$ cat src/rtl/alu_pkg.sv
// Shared op-code constants, controller state encoding and op-class helper
// for the ALU / multiply-divide unit.
package alu_pkg;

  localparam logic [4:0] OP_ADD    = 5'd0;
  localparam logic [4:0] OP_SUB    = 5'd1;
  localparam logic [4:0] OP_SLL    = 5'd2;
  localparam logic [4:0] OP_SLT    = 5'd3;
  localparam logic [4:0] OP_SLTU   = 5'd4;
  localparam logic [4:0] OP_XOR    = 5'd5;
  localparam logic [4:0] OP_SRL    = 5'd6;
  localparam logic [4:0] OP_SRA    = 5'd7;
  localparam logic [4:0] OP_OR     = 5'd8;
  localparam logic [4:0] OP_AND    = 5'd9;
  localparam logic [4:0] OP_MUL    = 5'd10;
  localparam logic [4:0] OP_MULH   = 5'd11;
  localparam logic [4:0] OP_MULHSU = 5'd12;
  localparam logic [4:0] OP_MULHU  = 5'd13;
  localparam logic [4:0] OP_DIV    = 5'd14;
  localparam logic [4:0] OP_DIVU   = 5'd15;
  localparam logic [4:0] OP_REM    = 5'd16;
  localparam logic [4:0] OP_REMU   = 5'd17;

  typedef enum logic [1:0] {S_IDLE, S_BUSY, S_FIX, S_DONE} state_e;

  function automatic logic is_iterative(input logic [4:0] ctl);
    return (ctl >= OP_MUL) && (ctl <= OP_REMU);
  endfunction

endpackage

$ cat src/rtl/alu_mdu_if.sv
// Request/response handshake bundle between a producer and the ALU/MDU.
interface alu_mdu_if #(parameter int XLEN = 32);
  logic            in_valid;
  logic            in_ready;
  logic [4:0]      ctl;
  logic [XLEN-1:0] src1;
  logic [XLEN-1:0] src2;
  logic            out_valid;
  logic            out_ready;
  logic [XLEN-1:0] result;
  logic            ifZero;

  modport master (output in_valid, ctl, src1, src2, out_ready,
                  input  in_ready, out_valid, result, ifZero);
  modport slave  (input  in_valid, ctl, src1, src2, out_ready,
                  output in_ready, out_valid, result, ifZero);
endinterface

$ cat src/rtl/alu_iter_core.sv
// Radix-2 shift-add multiplier / restoring divider on operand magnitudes;
// res_o applies sign correction and high/low selection for the FIX cycle.
module alu_iter_core
  import alu_pkg::*;
#(
  parameter int XLEN = 32
) (
  input  logic            clk,
  input  logic            rst,
  input  logic            start_i,
  input  logic            step_i,
  input  logic [4:0]      op_i,
  input  logic [XLEN-1:0] a_i,
  input  logic [XLEN-1:0] b_i,
  output logic            last_o,
  output logic [XLEN-1:0] res_o
);
  localparam int CW = $clog2(XLEN) + 1;

  logic [XLEN-1:0] hi_q, lo_q, m_q;
  logic [CW-1:0]   cnt_q;
  logic [4:0]      op_q;
  logic            an_q, bn_q;

  logic            a_sgn, b_sgn, a_neg, b_neg, mul_in, mul_op;
  logic [XLEN-1:0] a_mag, b_mag;
  logic [XLEN:0]   sum, trial;
  logic [2*XLEN-1:0] prod_s;
  logic [XLEN-1:0] q_s, r_s;

  assign a_sgn  = (op_i == OP_MULH) || (op_i == OP_MULHSU) || (op_i == OP_DIV) || (op_i == OP_REM);
  assign b_sgn  = (op_i == OP_MULH) || (op_i == OP_DIV) || (op_i == OP_REM);
  assign a_neg  = a_sgn & a_i[XLEN-1];
  assign b_neg  = b_sgn & b_i[XLEN-1];
  assign a_mag  = a_neg ? -a_i : a_i;
  assign b_mag  = b_neg ? -b_i : b_i;
  assign mul_in = op_i <= OP_MULHU;
  assign mul_op = op_q <= OP_MULHU;

  // Multiply: hi:lo holds partial product and shifting multiplier.
  // Divide: hi is the partial remainder, lo shifts dividend out / quotient in.
  assign sum    = {1'b0, hi_q} + (lo_q[0] ? {1'b0, m_q} : '0);
  assign trial  = {hi_q, lo_q[XLEN-1]} - {1'b0, m_q};
  assign last_o = cnt_q == CW'(XLEN - 1);

  always_ff @(posedge clk) begin
    if (rst) begin
      hi_q  <= '0;
      lo_q  <= '0;
      m_q   <= '0;
      cnt_q <= '0;
      op_q  <= '0;
      an_q  <= 1'b0;
      bn_q  <= 1'b0;
    end else if (start_i) begin
      hi_q  <= '0;
      lo_q  <= mul_in ? b_mag : a_mag;
      m_q   <= mul_in ? a_mag : b_mag;
      cnt_q <= '0;
      op_q  <= op_i;
      an_q  <= a_neg;
      bn_q  <= b_neg;
    end else if (step_i) begin
      cnt_q <= cnt_q + 1'b1;
      if (mul_op) begin
        hi_q <= sum[XLEN:1];
        lo_q <= {sum[0], lo_q[XLEN-1:1]};
      end else if (!trial[XLEN]) begin
        hi_q <= trial[XLEN-1:0];
        lo_q <= {lo_q[XLEN-2:0], 1'b1};
      end else begin
        hi_q <= {hi_q[XLEN-2:0], lo_q[XLEN-1]};
        lo_q <= {lo_q[XLEN-2:0], 1'b0};
      end
    end
  end

  assign prod_s = (an_q ^ bn_q) ? -{hi_q, lo_q} : {hi_q, lo_q};
  assign q_s    = (an_q ^ bn_q) ? -lo_q : lo_q;
  assign r_s    = an_q ? -hi_q : hi_q;

  always_comb begin
    res_o = r_s;
    case (op_q)
      OP_MUL:                       res_o = prod_s[XLEN-1:0];
      OP_MULH, OP_MULHSU, OP_MULHU: res_o = prod_s[2*XLEN-1:XLEN];
      OP_DIV, OP_DIVU:              res_o = q_s;
      default:                      res_o = r_s;
    endcase
  end

endmodule

$ cat src/rtl/alu_mdu.sv
// Single-issue ALU with iterative multiply/divide; one request in flight,
// result held in DONE until the consumer takes it.
module alu_mdu
  import alu_pkg::*;
#(
  parameter int XLEN = 32,
  parameter int SHW  = $clog2(XLEN)
) (
  input  logic     clk,
  input  logic     rst,
  alu_mdu_if.slave bus
);
  state_e          state_q;
  logic [XLEN-1:0] result_q, comb_res, core_res;
  logic            zero_q, core_last;
  logic [SHW-1:0]  sh;
  logic            div_zero, div_ovf, bypass, go_iter, is_divrem, is_sdiv;

  assign sh        = bus.src2[SHW-1:0];
  assign div_zero  = bus.src2 == '0;
  assign div_ovf   = (bus.src1 == {1'b1, {(XLEN-1){1'b0}}}) && (bus.src2 == '1);
  assign is_divrem = (bus.ctl == OP_DIV) || (bus.ctl == OP_DIVU) ||
                     (bus.ctl == OP_REM) || (bus.ctl == OP_REMU);
  assign is_sdiv   = (bus.ctl == OP_DIV) || (bus.ctl == OP_REM);
  // Divide-by-zero and signed overflow have closed-form answers; skip the loop.
  assign bypass    = (is_divrem && div_zero) || (is_sdiv && div_ovf);
  assign go_iter   = is_iterative(bus.ctl) && !bypass;

  always_comb begin
    comb_res = '1;
    case (bus.ctl)
      OP_ADD:          comb_res = bus.src1 + bus.src2;
      OP_SUB:          comb_res = bus.src1 - bus.src2;
      OP_SLL:          comb_res = bus.src1 << sh;
      OP_SLT:          comb_res = {{(XLEN-1){1'b0}}, $signed(bus.src1) < $signed(bus.src2)};
      OP_SLTU:         comb_res = {{(XLEN-1){1'b0}}, bus.src1 < bus.src2};
      OP_XOR:          comb_res = bus.src1 ^ bus.src2;
      OP_SRL:          comb_res = bus.src1 >> sh;
      OP_SRA:          comb_res = $unsigned($signed(bus.src1) >>> sh);
      OP_OR:           comb_res = bus.src1 | bus.src2;
      OP_AND:          comb_res = bus.src1 & bus.src2;
      OP_DIV, OP_DIVU: comb_res = div_zero ? '1 : bus.src1;
      OP_REM, OP_REMU: comb_res = div_zero ? bus.src1 : '0;
      default:         comb_res = '1;
    endcase
  end

  alu_iter_core #(.XLEN(XLEN)) u_core (
    .clk     (clk),
    .rst     (rst),
    .start_i (state_q == S_IDLE && bus.in_valid && go_iter),
    .step_i  (state_q == S_BUSY),
    .op_i    (bus.ctl),
    .a_i     (bus.src1),
    .b_i     (bus.src2),
    .last_o  (core_last),
    .res_o   (core_res)
  );

  always_ff @(posedge clk) begin
    if (rst) begin
      state_q  <= S_IDLE;
      result_q <= '0;
      zero_q   <= 1'b0;
    end else begin
      case (state_q)
        S_IDLE: if (bus.in_valid) begin
          if (go_iter) state_q <= S_BUSY;
          else begin
            state_q  <= S_DONE;
            result_q <= comb_res;
            zero_q   <= comb_res == '0;
          end
        end
        S_BUSY: if (core_last) state_q <= S_FIX;
        S_FIX: begin
          state_q  <= S_DONE;
          result_q <= core_res;
          zero_q   <= core_res == '0;
        end
        S_DONE:  if (bus.out_ready) state_q <= S_IDLE;
        default: state_q <= S_IDLE;
      endcase
    end
  end

  assign bus.in_ready  = state_q == S_IDLE;
  assign bus.out_valid = state_q == S_DONE;
  assign bus.result    = result_q;
  assign bus.ifZero    = zero_q;

endmodule

$ cat src/flat_wrapper.sv
// flat-port wrapper written by rule: the top's interface ports become plain ports
module alu_mdu_flat import alu_pkg::*;
#(
  parameter int XLEN = 32,
  parameter int SHW  = $clog2(XLEN)
)
  (clk, rst, bus_in_valid, bus_ctl, bus_src1, bus_src2, bus_out_ready, bus_in_ready, bus_out_valid, bus_result, bus_ifZero);
  alu_mdu_if #(.XLEN(XLEN)) bus_i ();
  input  logic clk;
  input  logic rst;
  input wire logic [$bits(bus_i.in_valid)-1:0] bus_in_valid;
  input wire logic [$bits(bus_i.ctl)-1:0] bus_ctl;
  input wire logic [$bits(bus_i.src1)-1:0] bus_src1;
  input wire logic [$bits(bus_i.src2)-1:0] bus_src2;
  input wire logic [$bits(bus_i.out_ready)-1:0] bus_out_ready;
  output wire logic [$bits(bus_i.in_ready)-1:0] bus_in_ready;
  output wire logic [$bits(bus_i.out_valid)-1:0] bus_out_valid;
  output wire logic [$bits(bus_i.result)-1:0] bus_result;
  output wire logic [$bits(bus_i.ifZero)-1:0] bus_ifZero;
  assign bus_i.in_valid = bus_in_valid;
  assign bus_i.ctl = bus_ctl;
  assign bus_i.src1 = bus_src1;
  assign bus_i.src2 = bus_src2;
  assign bus_i.out_ready = bus_out_ready;
  assign bus_in_ready = bus_i.in_ready;
  assign bus_out_valid = bus_i.out_valid;
  assign bus_result = bus_i.result;
  assign bus_ifZero = bus_i.ifZero;
  alu_mdu #(.XLEN(XLEN), .SHW(SHW)) u_core (.clk(clk), .rst(rst), .bus(bus_i));
endmodule
$ cat config.mk
export PLATFORM = sky130hd
export DESIGN_NAME = alu_mdu_flat
export DESIGN_NICKNAME = d
export VERILOG_FILES = /design/src/rtl/alu_pkg.sv /design/src/rtl/alu_mdu_if.sv /design/src/rtl/alu_iter_core.sv /design/src/rtl/alu_mdu.sv /design/src/flat_wrapper.sv
export SDC_FILE = /design/constraint.sdc
export NUM_CORES = 1
export LEC_CHECK = 0
export CAP_MARGIN = 20
export CORE_UTILIZATION = 35
export DETAILED_ROUTE_END_ITERATION = 10
export SLEW_MARGIN = 20
export SYNTH_ARGS = -nofsm -noshare
export SYNTH_HDL_FRONTEND = slang
export SYNTH_SLANG_ARGS = --single-unit
$ cat constraint.sdc
create_clock -name clk -period 6.39 [get_ports clk]
set_input_delay 1.278 -clock clk [delete_from_list [all_inputs] [get_ports clk]]
set_output_delay 1.278 -clock clk [all_outputs]
set_load 0.01 [all_outputs]
# Yosys cells after proc, flatten, opt, wreduce, memory -nomap -nowiden
# Cells that the tools add are included.
# word_totals
inputBits	73
register_bits	144
output_inout_bits	35
word_cells	127
# op_classes
bitwise_logic	6
n_lt_le_gt_ge	6
muxes	29
n_shift	3
add_sub_neg	10
eq_ne	31
n_reduce_logical	32
# ops
op	count
$mux 32	16
$pmux 32 s12	1
$neg 32->32	4
$logic_not 32->1	3
$pmux 32 s3	1
$eq 32x32->1 const B	2
$lt 32x32->1	2
$mux 64	1
$neg 64->64	1
$pmux 32 s2	1
$eq 5x4->1 const B	12
$add 32x32->33	1
$sub 33x32->33	1
$add 32x32->32	1
$and 32x32->32	1
$or 32x32->32	1
$shl 32x5->32	1
$shr 32x5->32	1
$sshr 32x5->32	1
$sub 32x32->32	1
$xor 32x32->32	1
$eq 5x3->1 const B	4
$eq 5x2->1 const B	2
$eq 5x5->1 const B	2
25 further kinds	55

# Depth between registers and ports, before layout
# depth
word_depth	11
depth_mapped	19
mapped_depth_nobuf	16

# Hierarchy
# A second synthesis with hierarchy kept.
# hier_totals
cells_unflattened	3656
hier_area_um2	25071.5
# by_module_without_submodules
mod	instances	seq_area_each_um2	cells_each	area_per_inst_um2
alu_mdu	1	700.7	1815	12539.5
alu_iter_core	1	2182.1	1841	12532.0

# Worst setup path after synthesis
# Ideal clock, no wire load.
# synth_timing
path_kind	in2reg
start	input bus_src2[2]
end	register u_core.zero_q (netlist: u_core.bus.ifZero)
required_ns	6.323
arrival_ns	6.015
slack_ns	0.308
setup_time_ns	0.067
cell_stages	19
path_buffers	5
cell_sequence	clkbuf_1 > inv_2 > buf_1 > clkbuf_1 > clkbuf_1 > ha_1 > clkbuf_1 > o21ba_2 > or4_1 > a211oi_1 > nor3_1 > nor4_2 > o22ai_1 > a221o_1 > a21o_1 > or4bb_1 > nor2_1 > nand4_1 > o21ai_2
# synth_between
elab_chain_cells	8
elab_cells_between_ends	27
classes_between	add/sub (2); order compare (2); eq/ne (2); shift (3); mux (6); bitwise (3); reduce/logical (9)
# synth_lines
element	line	text
start, declared	flat_wrapper.sv:14	input wire logic [$bits(bus_i.src2)-1:0] bus_src2;
branches (longest 8 deep; another with $sub 32x32->32)	-	
end signal, assigned	alu_mdu.sv:64	zero_q <= 1'b0;
end signal, assigned	alu_mdu.sv:72	zero_q <= comb_res == '0;
end signal, assigned	alu_mdu.sv:79	zero_q <= core_res == '0;
end, declared	alu_mdu.sv:15	logic zero_q, core_last;
# Parallel ways; which one is timed is not known. The select of a mux whose other input is x is not followed.
# A chain may end at the register's enable or synchronous reset.

# Final worst setup path
# layout_timing
start	input bus_src1[0]
end	register u_core.zero_q (netlist: u_core.bus.ifZero)
# layout_between
elab_chain_cells	8
elab_cells_between_ends	25
classes_between	add/sub (2); order compare (2); eq/ne (2); shift (3); mux (6); bitwise (3); reduce/logical (7)
# layout_lines
element	line	text
start, declared	flat_wrapper.sv:13	input wire logic [$bits(bus_i.src1)-1:0] bus_src1;
branches (longest 8 deep; another with $sub 32x32->32)	-	
# Parallel ways; which one is timed is not known. The select of a mux whose other input is x is not followed.

==> flow_summary.yaml <==
sta:
  slew-limit-headroom_pct: 27.8
  fin_tns_setup_ps: 0
  fin_crit_sh_pct: 86.7
  timing.fmax_mhz: 180
  hold_violations: 0
  finalSetupViolCount: 0
  rsz0062_at_grt: "false"
  worst_pin_slew_ps: 1080
  final_max_slew_viol_count: 0
  fin_crit_ps: 5540
  skew_ps: 12.6
die:
  dieArea_sq_um: 71700
  die_h_um: 268
  start_util_pct: 35.3
  die_x_um: 268
  core_sq_um: 70000
  rows: 97
  io_pins: 108
clock_tree:
  cts-root-buf: "clkbuf_16"
  tritoncts: "built"
  clkLatencyLatePin_ps: 450
  h-tree-depth: 4
  cts.reportedPaths.clkPinSlew_ps: 60
  cts_buffers: 17
  postCtsSetupRepairBufs: 0
  cts_resized: 0
  clock-sinks: 144
  hold_buffers: 0
  cts_max_path_buffers: 2
setup_path:
  critical_path_class: "in -> reg"
  cp-start-kind: "input port"
  required_ps: 6770
  cp-end-kind: "flip-flop"
  slowest_stage: "clkdlybuf4s50_1"
  worstRegToRegCells: 16
  slowest_delay_ps: 500
  crit_chain: "clkdlybuf4s50_1 > inv_1 > ha_1 > fa_1 > o21ba_2 > or4_1 > a211oi_1 > buf_4 > nor3_1 > nor4_2 > o22ai_1 > a221o_1 > a21o_1 > or4bb_1 > nor2_1 > nand4_1 > o21ai_2"
  cp_max_fo: 4
  arrival_ps: 5920
logic_synthesis:
  ys_warn_count: 0
  ys_seq_area_share_pct: 11.7
  synthAdderAreaFrac_pct: 9.92
  avgSynthCellArea_sq_um: 6.98
  synth-simple-area-share_pct: 23.7
  synth_nets: 3809
  synth_top_family_by_area: "compound AO/OA/AOI/OAI gates"
  synth_top_area_share_pct: 11.7
  synth_xor_area_share_pct: 6.48
  postSynthCellCount: 3544
  synth-compound-area-share_pct: 31.9
  synth_cell_types: 100
  synth.area.top_cells: "dfxtp_1 12%, ha_1 9.5%, a21oi_1 6.8%"
  synth-main-ff-cell: "dfxtp_1"
  synth_edf_count: 0
  async_reset_ff_share_pct: 0
  synth_mux_area_share_pct: 8.91
  ys_seq_elements: 144
  synth_area_sq_um: 24700
  synth_top_area_cell: "dfxtp_1"
place:
  io_buffers: 107
  placed_area_sq_um: 27000
  hpwl_mm: 93.3
  gp_congestion: 1.05
routing:
  drcViolationCount: 0
  detail-route-antenna-nets: 0
  via_count: 28600
  drtPass1Iterations: 8
  drt-initial-drc-count: 3716
  viasPerCell: 6.40
  routed_wl_mm: 118
  wl_per_cell_um: 26.4
worst_hold_path:
  hp-class: "reg -> reg"
  hold_path_depth: 2
layout:
  area_growth_pct: 11.4
  final_nets: 3786
  layout-drive-gt1-share_pct: 9.34
  stdcell_area_sq_um: 27600
  multiInputGateArea_sq_um: 20100
  regArea_sq_um: 2880
  final.fill_count: 7489
global_routing:
  grt_pass1_wl_mm: 173
  grt_antenna_before_repair: 0
  grt_start_max_net_pins: 78
  gr-total-overflow: 0
  grt_util_all_layers_pct: 32.0
  grt_pass1_vias: 26600
run:
  drv_cap: 0
status:
  status: "complete, no violations"
pwr:
  leakage_nw: 10.4
  power.density_nw_per_um2: 276
  ir_drop_mv: 0.267
==> flip-flops by register name, summed over array words and instances, names as in the netlist <==
register,flops
u_core.u_core.cnt_q,6
u_core.u_core.op_q,5
u_core.u_core.m_q,32
u_core.bus.result,32
u_core.u_core.hi_q,32
u_core.u_core.bn_q,1
u_core.state_q,2
u_core.bus.ifZero,1
u_core.u_core.an_q,1
u_core.u_core.lo_q,32
==> cell families after synthesis <==
kind of cell | Yosys count
compound gates | 1183
flops | 144
fa+ha+maj | 194
mux | 130
xor+xnor | 182
simple gates | 1248
buf+inv | 463
==> final timing paths <==
check / startpoint / endpoint / slack, ps
hold / removal: u_core.bus.result[12] / u_core.bus.result[12] / 450
setup / recovery: bus_src1[0] / u_core.bus.ifZero / 850
hold reg to reg: u_core.bus.result[12] / u_core.bus.result[12] / 450
setup reg to reg: u_core.u_core.hi_q[0] / u_core.u_core.hi_q[2] / 1410
==> power breakdown <==
part	switching [mW]	leakage (nW)	internal, mW	total (mW)
logic	3.25	8.97	1.90	5.15
registers	0.345	1.18	1.12	1.46
clock network	0.432	0.270	0.574	1.01
total	4.02	10.4	3.59	7.62
==> per-layer routing <==
layer  vias up  GRT usage [%]  wire length [um]
met5         -              0                 0
met4         0           18.6              7660
met3       324           5.16             11000
met2      1575           49.7             51600
met1     13700           41.8             47900
li1      13000              -                 -
==> cell usage in the layout (no fill, tap or decap), drive strengths merged, types with 85 or more instances in the layout <==
| cell type | count |
|---|---|
| clkdlybuf4s50 | 101 |
| inv | 162 |
| o21ai | 177 |
| nor2 | 355 |
| nand2 | 431 |
| nand3 | 92 |
| o211ai | 151 |
| xnor2 | 119 |
| dfxtp | 144 |
| buf | 156 |
| ha | 188 |
| nor3 | 85 |
| a21oi | 335 |
==> critical path, delay by kind of cell <==
kind	cells	cell delay (ps)
buffers and inverters	3	780
AOI/OAI and AO/OA	6	1510
adders and majority gates	2	620
and+or+nand+nor	6	1710
==> synth_stat cells (32+ instances only) <==
library cell	number
a211oi_1	53
clkbuf_1	235
nor3_1	83
dfxtp_1	144
o21ai_0	173
mux2i_1	47
a31oi_1	38
nor4_1	36
mux4_2	71
a21oi_1	335
nor2b_1	33
o211ai_1	151
xnor2_1	119
or3_1	32
nand3_1	92
ha_1	188
a21o_1	52
nand2_1	431
o22ai_1	38
nand4_1	36
nor2_1	354
inv_1	160
xor2_1	62
o31ai_1	35
==> stage by stage <==
stage | power, mW | hold slack, ps | util (%) | worst slack [ps] | std cells
after floorplan | 4.87 | 432 | - | 308 | 3544
after global placement | 6.50 | 439 | 38.5 | 517 | 4442
after detailed placement | 6.49 | 445 | 38.5 | 474 | 4442
after CTS | 7.52 | 453 | 39.3 | 932 | 4473
after global routing | 8.12 | 465 | 39.3 | 629 | 4473
final | 7.62 | 449 | 39.3 | 847 | 4475
==> cell type report <==
class | instances | area share, %
multi-input combinational | 2937 | 72.9
sequential | 144 | 10.5
timing repair buffer | 257 | 8.03
tap | 940 | 4.27
inverter | 164 | 2.23
clock buffer | 19 | 1.57
clock inverter | 12 | 0.495
antenna | 2 | 0.0182
Power figures use the tool's default switching activity.
